### config.mk
export PLATFORM = sky130hd
export DESIGN_NAME = ifetch_bp
export DESIGN_NICKNAME = d
export VERILOG_FILES = /design/src/rtl/ifetch_bp.sv
export SDC_FILE = /design/constraint.sdc
export NUM_CORES = 1
export LEC_CHECK = 0
export BUFFER_PORTS_ARGS = -buffer_cell sky130_fd_sc_hd__buf_2
export CORE_MARGIN = 1.5
export CORE_UTILIZATION = 45
export DETAILED_ROUTE_END_ITERATION = 6
export GPL_ROUTABILITY_DRIVEN = 0
export PLACE_DENSITY_LB_ADDON = 0.05
export REMOVE_ABC_BUFFERS = 1
export SLEW_MARGIN = 20
export SYNTH_ARGS = -nofsm -noshare
export SYNTH_HDL_FRONTEND = slang
export SYNTH_SLANG_ARGS = --single-unit
### constraint.sdc
create_clock -name CLK -period 4.65 [get_ports CLK]
set_input_delay 0.465 -clock CLK [delete_from_list [all_inputs] [get_ports CLK]]
set_output_delay 0.465 -clock CLK [all_outputs]
set_load 0.01 [all_outputs]
### src/rtl/ifetch_bp.sv
// rtl/ifetch_bp.sv - instruction fetch stage with 2-bit saturating-counter branch predictor
module ifetch_bp #(
  parameter int              PC_W       = 16,
  parameter int              BHT_DEPTH  = 16,
  parameter int              BHT_IDX_W  = $clog2(BHT_DEPTH),
  parameter logic [PC_W-1:0] RESET_PC   = '0,
  parameter bit              PREDICT_EN = 1'b1
) (
  input  logic            CLK,
  input  logic            RST,
  input  logic            stall_pc_i,
  input  logic            jr_i,
  input  logic [PC_W-1:0] address_jr_i,
  input  logic            branch_resolve_i,
  input  logic            branch_taken_i,
  input  logic [15:0]     instr_i,
  output logic            pred_taken_o,
  output logic            flush_o,
  output logic [PC_W-1:0] pc_o,
  output logic [PC_W-1:0] pcplus1_o,
  output logic [PC_W-1:0] epc_o
);

  localparam logic [PC_W-1:0] PC_ONE = {{(PC_W-1){1'b0}}, 1'b1};

  logic [PC_W-1:0]      pc;
  logic [PC_W-1:0]      pc_plus1;
  logic [PC_W-1:0]      target;
  logic [PC_W-1:0]      imm;
  logic [PC_W-1:0]      next_pc;
  logic [BHT_IDX_W-1:0] idx;
  logic [4:0]           opcode;
  logic                 is_b;
  logic                 is_cond;
  logic                 pred_taken;
  logic                 mispredict;

  logic [PC_W-1:0]      pc_lock;
  logic [PC_W-1:0]      fallthru_lock;
  logic [PC_W-1:0]      target_lock;
  logic                 pred_lock;
  logic [BHT_IDX_W-1:0] idx_lock;
  logic                 cond_lock;

  logic [1:0]           ctr [BHT_DEPTH];

  // Pre-decode: B carries an 11-bit offset, the conditional forms an 8-bit one
  always_comb begin
    opcode  = instr_i[15:11];
    is_b    = (opcode == 5'b00010);
    is_cond = (opcode == 5'b00100) || (opcode == 5'b00101) ||
              ((opcode == 5'b01100) && (instr_i[10:9] == 2'b00));
    if (is_b) begin
      imm = {{(PC_W-11){instr_i[10]}}, instr_i[10:0]};
    end else begin
      imm = {{(PC_W-8){instr_i[7]}}, instr_i[7:0]};
    end
  end

  assign idx        = pc[BHT_IDX_W-1:0];
  assign pc_plus1   = pc + PC_ONE;
  assign target     = pc_plus1 + imm;
  assign pred_taken = is_b | (is_cond & PREDICT_EN & ctr[idx][1]);
  assign mispredict = branch_resolve_i & (branch_taken_i != pred_lock);

  always_comb begin
    next_pc = pc_plus1;
    if (jr_i) begin
      next_pc = address_jr_i;
    end else if (mispredict) begin
      next_pc = branch_taken_i ? target_lock : fallthru_lock;
    end else if (pred_taken) begin
      next_pc = target;
    end
  end

  always_ff @(posedge CLK or negedge RST) begin
    if (!RST) begin
      pc            <= RESET_PC;
      pc_lock       <= '0;
      fallthru_lock <= '0;
      target_lock   <= '0;
      pred_lock     <= 1'b0;
      idx_lock      <= '0;
      cond_lock     <= 1'b0;
    end else if (!stall_pc_i) begin
      pc            <= next_pc;
      pc_lock       <= pc;
      fallthru_lock <= pc_plus1;
      target_lock   <= target;
      pred_lock     <= pred_taken;
      idx_lock      <= idx;
      cond_lock     <= is_cond;
    end
  end

  // Training uses the locked index; a same-cycle lookup sees the pre-update value
  always_ff @(posedge CLK or negedge RST) begin
    if (!RST) begin
      for (int i = 0; i < BHT_DEPTH; i++) begin
        ctr[i] <= 2'b01;
      end
    end else if (!stall_pc_i && branch_resolve_i && cond_lock) begin
      if (branch_taken_i && (ctr[idx_lock] != 2'b11)) begin
        ctr[idx_lock] <= ctr[idx_lock] + 2'b01;
      end else if (!branch_taken_i && (ctr[idx_lock] != 2'b00)) begin
        ctr[idx_lock] <= ctr[idx_lock] - 2'b01;
      end
    end
  end

  assign pred_taken_o = pred_taken;
  assign flush_o      = jr_i | mispredict;
  assign pc_o         = pc;
  assign pcplus1_o    = pc_plus1;
  assign epc_o        = (branch_resolve_i | jr_i) ? pc_lock : pc;

endmodule

# Word level (Yosys, flattened, before mapping)
# Index checks and enable logic that the tools add are counted.
# totals
input_bits	38
register_bits	102
word_cells	75
out_inout_bits	50
# classes
n_eq_ne	6
reduce_logical	14
mux	18
bitwise	7
n_addsub	4
magnitude_cmp	3
# ops
op	count
$mux W16	6
$bwmux W32	2
$mux W32	2
$add A16 B1 Y16 const B	1
$add A16 B16 Y16	1
$bmux W2 S4	2
$eq A5 B3 Y1 const B	2
$ge A5 B5 Y1 const B	2
$mux W2	5
$not A4 Y5	2
$demux W2 S4	1
$logic_and A1 B1 Y1	6
$eq A5 B2 Y1 const B	1
$eq A5 B4 Y1 const B	1
$lt A5 B1 Y1 const B	1
$reduce_bool A2 Y1	2
$or A1 B1 Y1	3
$add A2 B1 Y2 const B	1
$and A1 B1 Y1	2
$logic_not A1 Y1	2
$logic_not A2 Y1	1
$logic_or A1 B1 Y1	2
$ne A2 B2 Y1 const B	1
$reduce_and A2 Y1	1
2 further kinds	2

# Logic depth before layout (Yosys ltp)
# depth
depth_word	9
ltp_mapped	16
ltp_nobuf	15

# Worst setup path before layout
# OpenSTA, ideal clock, no wires.
# synth_timing
path_type	reg2reg
startpoint	register, netlist name pc_lock[0]
endpoint	register ctr[15] in the netlist's numbering
setup_time_ps	125
setup_slack_ps	1122
required_ps	4525
arrival_time_ps	3403
path_stages_with_launch	13
synth_period_minus_slack_ps	3528
path_buffers	2
path_cell_list	dfrtp_1 > clkbuf_1 > mux4_2 > mux2_2 > o21ai_0 > inv_1 > clkbuf_1 > ha_1 > nor2b_1 > o21bai_1 > nand2_1 > or4_1 > mux2_2
# synth_rtl
item	line_no	text
to (signal, indexed assignment)	105	ctr[idx_lock] <= ctr[idx_lock] + 2'b01;
to (signal, indexed assignment)	107	ctr[idx_lock] <= ctr[idx_lock] - 2'b01;
to (decl)	45	logic [1:0] ctr [BHT_DEPTH];

# Worst setup path after layout
# layout_timing
startpoint	register pc[0] (netlist: pc_o[0])
endpoint	register pc[12] (netlist: pc_o[12])
# layout_via
elab_chain_cells	9
elab_cells_between_ends	11
classes_between	add/sub (2); mux (6); bitwise (3)
# layout_lines
item	line_no	text
from (decl)	26	logic [PC_W-1:0] pc;
from (signal assigned)	87	pc <= next_pc;
branches (longest 6 deep; another with $add A16 B1 Y16)	n/a	
$mux W16 (*)	72	end else if (pred_taken) begin
$mux W16 (*)	70	end else if (mispredict) begin
$mux W16 (*)	68	if (jr_i) begin
# Mark *: on every way between the ends. The select of a mux whose other input is x is not followed.
# A chain may end at the register's enable or synchronous reset.

==> results.yml <==
synth:
  synthFlopType: "dfrtp_1"
  yosys-top-cells-area: "dfrtp_1 33%, mux2_2 13%, dfstp_2 6.8%"
  async_flop_share_pct: 100.0
  ys_types: 66
  synth-seq-area-share_pct: 39.72
  yosys_warnings: 0
  yosysTopAreaCell: "dfrtp_1"
  synth_seq_cells: 98
  synth_cells: 606
  avgSynthCellArea_sq_um: 10.27
  syn_area_sq_mm: 0.006225
  synth_edf_count: 0
  yosysTopAreaCellShare_pct: 32.96
clocking:
  clkSinkCount: 98
  ctsResizeCount: 0
  cts_inserted_buffers: 9
  root_buffer: "clkbuf_16"
  clk_path_buf_depth: 2
  clkLatencyLatePin_ns: 0.35
  cts_hold_buf: 0
  cts_tree: "built"
  clk_pin_slew_ns: 0.07
  cts_setup_buffers: 0
  cts.htree.levels: 3
detailed_routing:
  drtPass1Iterations: 5
  antenna_left: 0
  drt_iter0_drc: 299
  drc_errors: 0
  route.vias.total: 4882
  wirelength_microns: 16430
  viasPerCell: 5.710
  wire_per_inst_microns: 19.22
timing:
  hold_violations: 0
  finClkSkew_ns: 0.004679
  setup_tns_ns: 0
  rsz0062_at_grt: "no"
  max_freq_ghz: 0.2447
  fin_crit_ns: 4.086
  timing.final.crit_share_pct: 87.87
  layout_setup_ws_ns: 0.5642
  slew_headroom_pct: 42.62
  maxSlewViolCount: 0
  tightest_slew_ns: 0.8608
  finalSetupViolCount: 0
setup_path:
  crit_fanout: 11
  cpPeakStageDelay_ns: 0.66
  critical_path_arrival_ns: 4.31
  cp-end-kind: "flop"
  path_cells: "nand2_1 -> nor2_1 -> xor2_1 -> ha_1 -> nand3_1 -> o211ai_1 -> o31ai_1 -> or2_2 -> o32ai_2 -> o21a_1 -> or3_1 -> a31oi_1 -> a21oi_1"
  crit_required_ns: 4.88
  path_class: "reg -> reg"
  crit_slowest_cell: "dfrtp_1"
  cp-start-kind: "flop"
power_and_ir_drop:
  peakVddDrop_mv: 0.2231
  p_switching_mw: 0.9861
  seq_power_share_pct: 40.2
  internal_power_mw: 1.925
  total_power_mw: 2.911
  p_comb_share_pct: 30.7
  clkPwrFrac_pct: 29.1
  p_leak_nw: 3.145
  power_density_mw_per_mm2: 410.1
  p_sw_share_pct: 33.88
die:
  dieWidth_microns: 120.6
  dieArea_sq_mm: 0.01455
  top_level_ports: 88
  initial_utilization_pct: 46.63
  die_height_microns: 120.6
  num_rows: 42
  coreArea_sq_mm: 0.01335
grt:
  grt_pass1_wl_microns: 26070
  gr-total-overflow: 0
  grt_pass1_vias: 4741
  antenna_found_initial: 0
  grt_max_degree: 75
  grt_use_total_pct: 23.54
min_path:
  hold_path.class: "in -> async"
cells_and_area:
  final_cell_mix: "86 x buf_2, 82 x dfrtp_1, 70 x mux2_2, 57 x nand2_1, 43 x nor2_1"
  final_common_cell: "buf_2"
  stdcell_area_sq_mm: 0.007098
  multi_input_area_sq_mm: 0.003527
  drive_gt1_share_pct: 33.58
  area_growth_syn_to_layout_pct: 14.03
  fill_cells: 1234
  antenna_cells: 0
  regArea_sq_mm: 0.002472
  final_nets: 731
placed_design:
  dpl_cell_area_sq_mm: 0.006763
  hpwl_microns: 11610
  dp_slack_ns: 0.5964
  io_buffers: 87
run_status:
  outcome: "complete, no violations"
run:
  cap_violations: 0
## metrics by stage
step                      hold WS (ns)  utilization [%]  cells
after floorplan                 0.1694                -    570
after global placement          0.4537            50.67    839
after detailed placement        0.4676            50.67    839
after CTS                       0.1489            53.18    855
after global routing            0.1769            53.18    855
final                           0.1322            53.18    855
## critical path: cells and delay by family, from the launching register on
family / cells / cell delay (ns)
and+or+nand+nor: 5 / 1.28
AOI/OAI and AO/OA: 6 / 1.20
DFF: 1 / 0.66
xor gates and xnor gates: 1 / 0.44
adders and majority gates: 1 / 0.37
## kinds of logic after synthesis
kind of cell    count (synthesis)  share of synthesized area, %
mux                           102                         20.50
simple gates                  165                         13.39
fa+ha+maj                      19                         3.940
compound gates                132                         13.15
flops                          98                         39.72
buf+inv                        52                         3.618
xor+xnor                       38                         5.688
## cells in the mapped netlist (5+ instances only)
master / number
nand2_1: 57
nor3_1: 7
a21oi_1: 39
a211oi_1: 15
dfstp_2: 16
mux2i_1: 18
ha_1: 18
o21ai_0: 35
nand2b_1: 6
xor2_1: 14
mux2_2: 70
mux4_2: 13
nor2b_1: 7
inv_1: 14
clkbuf_1: 23
buf_4: 5
xnor2_1: 22
dfrtp_1: 82
nor2_1: 43
o21ai_1: 11
nand3_1: 17
## power by group through the flow
| stage | Combinational (mW) | Clock [mW] | Sequential [mW] |
|---|---|---|---|
| 5_1_grt | 0.987 | 0.901 | 1.19 |
| 4_1_cts | 0.901 | 0.871 | 1.17 |
| 3_3_place_gp | 0.885 | 0 | 1.17 |
| 2_1_floorplan | 0.615 | 0 | 1.14 |
| 6_report | 0.895 | 0.846 | 1.17 |
| 3_5_place_dp | 0.897 | 0 | 1.19 |
## routing by layer
| layer | wire length (microns) | part of all wire, % | global-route usage, % | vias up |
|---|---|---|---|---|
| li1 | - | - | - | 2322 |
| met1 | 7767 | 47 | 33.30 | 2390 |
| met2 | 7576 | 46 | 37.29 | 156 |
| met3 | 832 | 5.1 | 3.160 | 14 |
| met4 | 252 | 1.5 | 8.015 | 0 |
| met5 | 0 | 0 | 0 | - |
## path summary, 6_finish.rpt
kind                       cells past startpoint             start                to  slack, ns
min reg2reg                                    2              flop              flop       0.48
max reg2reg                                   13           pc_o[0]          pc_o[12]       0.56
min in group CLK                               3  address_jr_i[10]          pc_o[10]       0.34
max                                           13           pc_o[0]          pc_o[12]       0.56
max in group asynchronous                      2               RST  fallthru_lock[5]       3.39
min                                            1               RST        pc_lock[8]       0.13
## final cells by class
class	count	area share (%)
multi-input combinational	456	49.69
sequential	98	34.83
timing repair buffer	93	6.804
clock buffer	11	3.561
tap	176	3.102
clock inverter	5	1.163
inverter	16	0.8461
Note: power is estimated with default switching activity, not from simulation.
